### src/rtl/memi_fetch.sv
// Pipelined instruction memory: FETCH_W-wide bundles after LAT cycles, credit-based
// request acceptance, runtime program-load port and front-end flush.
module memi_fetch #(
  parameter int INST_W  = 16,
  parameter int ADDR_W  = 4,
  parameter int FETCH_W = 2,
  parameter int LAT     = 2,
  parameter int WRAP    = 0
)(
  input  logic                      clk,
  input  logic                      rst,
  input  logic                      flush,
  input  logic                      req_valid,
  output logic                      req_ready,
  input  logic [ADDR_W-1:0]         req_addr,
  output logic                      resp_valid,
  input  logic                      resp_ready,
  output logic [ADDR_W-1:0]         resp_addr,
  output logic [FETCH_W*INST_W-1:0] resp_data,
  output logic [FETCH_W-1:0]        resp_mask,
  input  logic                      ld_en,
  input  logic [ADDR_W-1:0]         ld_addr,
  input  logic [INST_W-1:0]         ld_data
);
  localparam int DEPTH = 2**ADDR_W;
  localparam int FD    = LAT + 1;
  localparam int NS    = (LAT > 1) ? LAT - 1 : 1;
  localparam int PW    = $clog2(FD);
  localparam int CW    = $clog2(FD + 1);

  typedef struct packed {
    logic [ADDR_W-1:0]         addr;
    logic [FETCH_W*INST_W-1:0] data;
    logic [FETCH_W-1:0]        mask;
  } bundle_t;

  logic [INST_W-1:0] mem [DEPTH];
  logic [CW-1:0]     occ;
  logic [CW-1:0]     cnt;
  logic [PW-1:0]     rd_ptr, wr_ptr;
  logic [NS-1:0]     vld_pipe;
  logic [ADDR_W:0]   la;
  logic              accept, pop, push;
  bundle_t           acc_b, push_b, head;
  bundle_t           stg  [NS];
  bundle_t           fifo [FD];

  assign req_ready = !rst && !flush && (occ < CW'(FD));
  assign accept    = req_valid && req_ready;
  assign pop       = resp_valid && resp_ready;

  // Array is read combinationally in the accept cycle, so a same-cycle load sees the old word.
  always_comb begin
    acc_b      = '0;
    la         = '0;
    acc_b.addr = req_addr;
    for (int i = 0; i < FETCH_W; i++) begin
      la = {1'b0, req_addr} + (ADDR_W+1)'(i);
      if (WRAP != 0 || !la[ADDR_W]) begin
        acc_b.mask[i] = 1'b1;
        acc_b.data[i*INST_W +: INST_W] = mem[la[ADDR_W-1:0]];
      end
    end
  end

  always_ff @(posedge clk) begin
    if (rst) begin
      for (int i = 0; i < DEPTH; i++) mem[i] <= '0;
    end else if (ld_en) begin
      mem[ld_addr] <= ld_data;
    end
  end

  // The FIFO write is the last of the LAT stages, so LAT=1 pushes straight from the accept.
  always_ff @(posedge clk) begin
    if (rst || flush) begin
      vld_pipe <= '0;
    end else begin
      vld_pipe[0] <= accept;
      for (int k = 1; k < NS; k++) vld_pipe[k] <= vld_pipe[k-1];
    end
    stg[0] <= acc_b;
    for (int k = 1; k < NS; k++) stg[k] <= stg[k-1];
  end

  assign push   = (LAT == 1) ? accept : vld_pipe[NS-1];
  assign push_b = (LAT == 1) ? acc_b  : stg[NS-1];

  always_ff @(posedge clk) begin
    if (push) fifo[wr_ptr] <= push_b;
  end

  always_ff @(posedge clk) begin
    if (rst || flush) begin
      rd_ptr <= '0;
      wr_ptr <= '0;
      cnt    <= '0;
    end else begin
      if (push) wr_ptr <= (wr_ptr == PW'(FD-1)) ? '0 : wr_ptr + PW'(1);
      if (pop)  rd_ptr <= (rd_ptr == PW'(FD-1)) ? '0 : rd_ptr + PW'(1);
      cnt <= cnt + CW'(push) - CW'(pop);
    end
  end

  // occ covers both the pipeline and the FIFO, which is what keeps the FIFO from overflowing.
  always_ff @(posedge clk) begin
    if (rst || flush)        occ <= '0;
    else if (accept && !pop) occ <= occ + CW'(1);
    else if (!accept && pop) occ <= occ - CW'(1);
  end

  assign head       = fifo[rd_ptr];
  assign resp_valid = (cnt != '0);
  assign resp_addr  = resp_valid ? head.addr : '0;
  assign resp_data  = resp_valid ? head.data : '0;
  assign resp_mask  = resp_valid ? head.mask : '0;
endmodule

### config.mk
export PLATFORM = sky130hd
export DESIGN_NAME = memi_fetch
export DESIGN_NICKNAME = d
export VERILOG_FILES = /design/src/rtl/memi_fetch.sv
export SDC_FILE = /design/constraint.sdc
export NUM_CORES = 1
export LEC_CHECK = 0
export ABC_AREA = 1
export CORE_MARGIN = 8
export CORE_UTILIZATION = 44
export DETAILED_ROUTE_END_ITERATION = 8
export SLEW_MARGIN = 5
export SYNTH_ARGS = -nofsm -noshare
export SYNTH_HDL_FRONTEND = slang
export SYNTH_SLANG_ARGS = --single-unit
### constraint.sdc
create_clock -name clk -period 4.4 [get_ports clk]
set_input_delay 1.1 -clock clk [delete_from_list [all_inputs] [get_ports clk]]
set_output_delay 1.1 -clock clk [all_outputs]
set_load 0.005 [all_outputs]
==> results of run 1 <==
[cells by family (layout without fill, tap and decap cells)]
kind of cell | Yosys count | count (layout)
and+or+nand+nor | 965 | 965
buffers and inverters | 452 | 498
DFF | 415 | 415
AOI/OAI and AO/OA | 348 | 348
muxes | 37 | 37
xor gates and xnor gates | 4 | 4
adders and majority gates | 3 | 3
[area by class of cell]
type / count / share of cell area (%)
clock buffers: 62 / 5.443
clock inverters: 20 / 0.6914
inverters: 303 / 5.021
multi-input cells: 1357 / 28.28
flip-flops and latches: 415 / 52.55
well taps: 600 / 3.292
repair buffers: 113 / 4.719
[registers in the layout, indices dropped and copies added (netlist names), named ones only]
register / cells
mem: 256
fifo: 111
stg: 37
cnt: 2
occ: 2
rd_ptr: 2
wr_ptr: 2
push: 1
[critical path, cell delays in order, from the launching register on]
cell and delay, ns:
dfxtp_2 0.74, buf_4 0.31, mux2_2 0.34, o21ai_0 0.24, inv_1 0.07, clkdlybuf4s50_1 0.45
[through the flow]
step | total power [mW] | util, % | std cells | hold slack, ns | worst slack, ns
floorplan | 5.310 | - | 2224 | 0.4210 | 0.9220
global placement | 5.681 | 47.06 | 2788 | 0.4236 | 0.6961
detailed placement | 5.703 | 47.06 | 2788 | 0.4344 | 0.7357
CTS | 9.285 | 50.14 | 2870 | 0.4459 | 0.4956
global route | 9.535 | 50.14 | 2870 | 0.4582 | 0.3927
finish | 9.246 | 50.14 | 2870 | 0.4450 | 0.5737
[layout by cell type (no fill, tap or decap), types with 13 or more instances in the layout]
| cell type | count |
|---|---|
| clkbuf_16 | 46 |
| o21ai_0 | 81 |
| clkdlybuf4s50_1 | 68 |
| nand3_1 | 190 |
| nand4_1 | 16 |
| nor2_1 | 323 |
| mux2_2 | 37 |
| nand2_1 | 402 |
| clkbuf_1 | 13 |
| buf_4 | 40 |
| a21oi_1 | 146 |
| o21ai_1 | 73 |
| dfxtp_1 | 46 |
| inv_1 | 296 |
| edfxtp_1 | 367 |
| o211ai_1 | 25 |
[metal layers]
layer,share of wire [%],global-route usage [%],vias up,routed length (um)
li1,-,-,7346,-
met1,44,29.11,7236,24810
met2,44,32.33,639,25040
met3,8.2,2.919,95,4638
met4,3.9,9.087,0,2223
met5,0,0,-,0
[worst max path at each step]
stage | startpoint | cells past startpoint | to
6_report | register | 5 | resp_data[23]
5_1_grt | register | 5 | resp_data[24]
4_1_cts | register | 5 | resp_data[23]
3_5_place_dp | rst | 5 | req_ready
3_3_place_gp | rst | 5 | req_ready
2_1_floorplan | push | 2 | fifo[0][10]
[report_power, final]
part / internal [mW] / switching, mW / total, mW
Clock: 2.09 / 1.52 / 3.61
Sequential: 4.53 / 0.119 / 4.65
Combinational: 0.293 / 0.701 / 0.994
==> impl_metrics.toml, run 1 <==
[sta]
skew_ns = 0.02913
fmax_ghz = 0.2613
worst_pin_slew_ns = 1.032
rsz0062_at_grt = "false"
fin_crit_sh_pct = 86.96
finalSetupTns_ns = 0
slew_viol_final = 0
relSlewSlack_pct = 31.12
hold_viol_final = 0
post-route-min-period_ns = 3.826
finalSetupViolCount = 0

[synthesis]
synthAdderAreaFrac_pct = 0.1851
syn_nets = 2257
synthCells = 2224
syn-mean-instance-area_um2 = 9.117
ys_seq_elements = 415
yosysWarningCount = 0
synth-simple-area-share_pct = 19.94
synth_top_area_share_pct = 54.35
synth_compound_area_share_pct = 9.269
yosys_most_used_dff = "edfxtp_1"
synth_xor_xnor_area_share_pct = 0.1728
synth_most_common_cell = "nand2_1"
synthMuxAreaShare_pct = 2.055
syn_area_um2 = 20280
synth_top_family_by_area = "simple AND/OR/NAND/NOR gates"
async_reset_ff_share_pct = 0
synth_area_leaders = "edfxtp_1 54%, nand2_1 7.4%, nor2_1 6.0%, inv_1 5.5%, dfxtp_1 4.7%"
synth_top_area_cell = "edfxtp_1"
netlist_top_cells_count = "402 x nand2_1, 367 x edfxtp_1, 325 x nor2_1"
synth_edf_count = 367
seq_area_frac_synth_pct = 59.09
yosysUniqueCellTypes = 36

[grt]
grt_max_degree = 90
grt_pass1_vias = 14300
grtUsageTotal_pct = 20.88
antenna_found_initial = 0
grt_first_pass_wirelength_um = 85260
overflow = 0

[cts]
cts.repair.resized = 0
clockBufferDepth = 3
cts.sinks = 415
cts_made_buffers = 44
htreeDepth = 2
insertion_delay_ns = 0.58
root_buffer = "clkbuf_16"
clk_pin_slew_ns = 0.06
cts_hold_buffers = 0
cts_tree = "done"
postCtsSetupRepairBufs = 0

[critical_path]
regToRegStartpoint = "cnt[1]"
reg2reg_to = "occ[1]"
cp.required_ns = 3.30
start_kind = "register"
cp.arrival_ns = 2.73
path_max_fanout = 22
endpoint_kind = "primary output"
rrSetupSlack_ns = 2.11
crit_type = "reg -> out"
worstRegToRegCells = 9

[hold_path]
hp-class = "reg -> reg"
min_to = "fifo[1][8]"
hold_depth = 0
min_from = "stg[0][7]"

[flow_run]
maxCapViolCount = 0

[die]
row_count = 78
ios = 70
fp.dieW_um = 230.7
design.core.area_um2 = 45480
fp.dieH_um = 230.7
dieArea_um2 = 53210
start_util_pct = 44.58

[cells_and_area]
syn_to_final_growth_pct = 12.47
n_antenna_cell = 0
nNetsFinal = 2267
design_area_um2 = 22800
seq_area_um2 = 11980
fillCellCount = 4204
multi_input_area_um2 = 6449
drive_above_1_share_pct = 8.855

[drt]
drt_iter0_drc = 1641
drc = 0
first_pass_iters = 6
routed_via_density = 5.337
vias = 15320
antenna_left = 0
routed_wl_um = 56720
wl_per_cell_um = 19.76

[power_and_ir_drop]
power.density_nw_per_um2 = 405.5
ir_drop_uv = 260.2
p_leak_nw = 9.598

[status]
status = "completed"

[placed_design]
place_area_um2 = 21400
numPortBuffers = 69
gp_congestion = 0.8613
post-dp-hpwl_um = 37540
(Power assumes the default switching activity.)
==> inputs of run 2 (changes only) <==
--- a/config.mk
+++ b/config.mk
@@ -6,6 +6,7 @@
 export NUM_CORES = 1
 export LEC_CHECK = 0
 export ABC_AREA = 1
+export ABC_CLOCK_PERIOD_IN_PS = 4400
 export CORE_MARGIN = 8
 export CORE_UTILIZATION = 44
 export DETAILED_ROUTE_END_ITERATION = 8
==> results of run 2 <==
No change in the layout: final DEF, timing and power equal those of run 1.
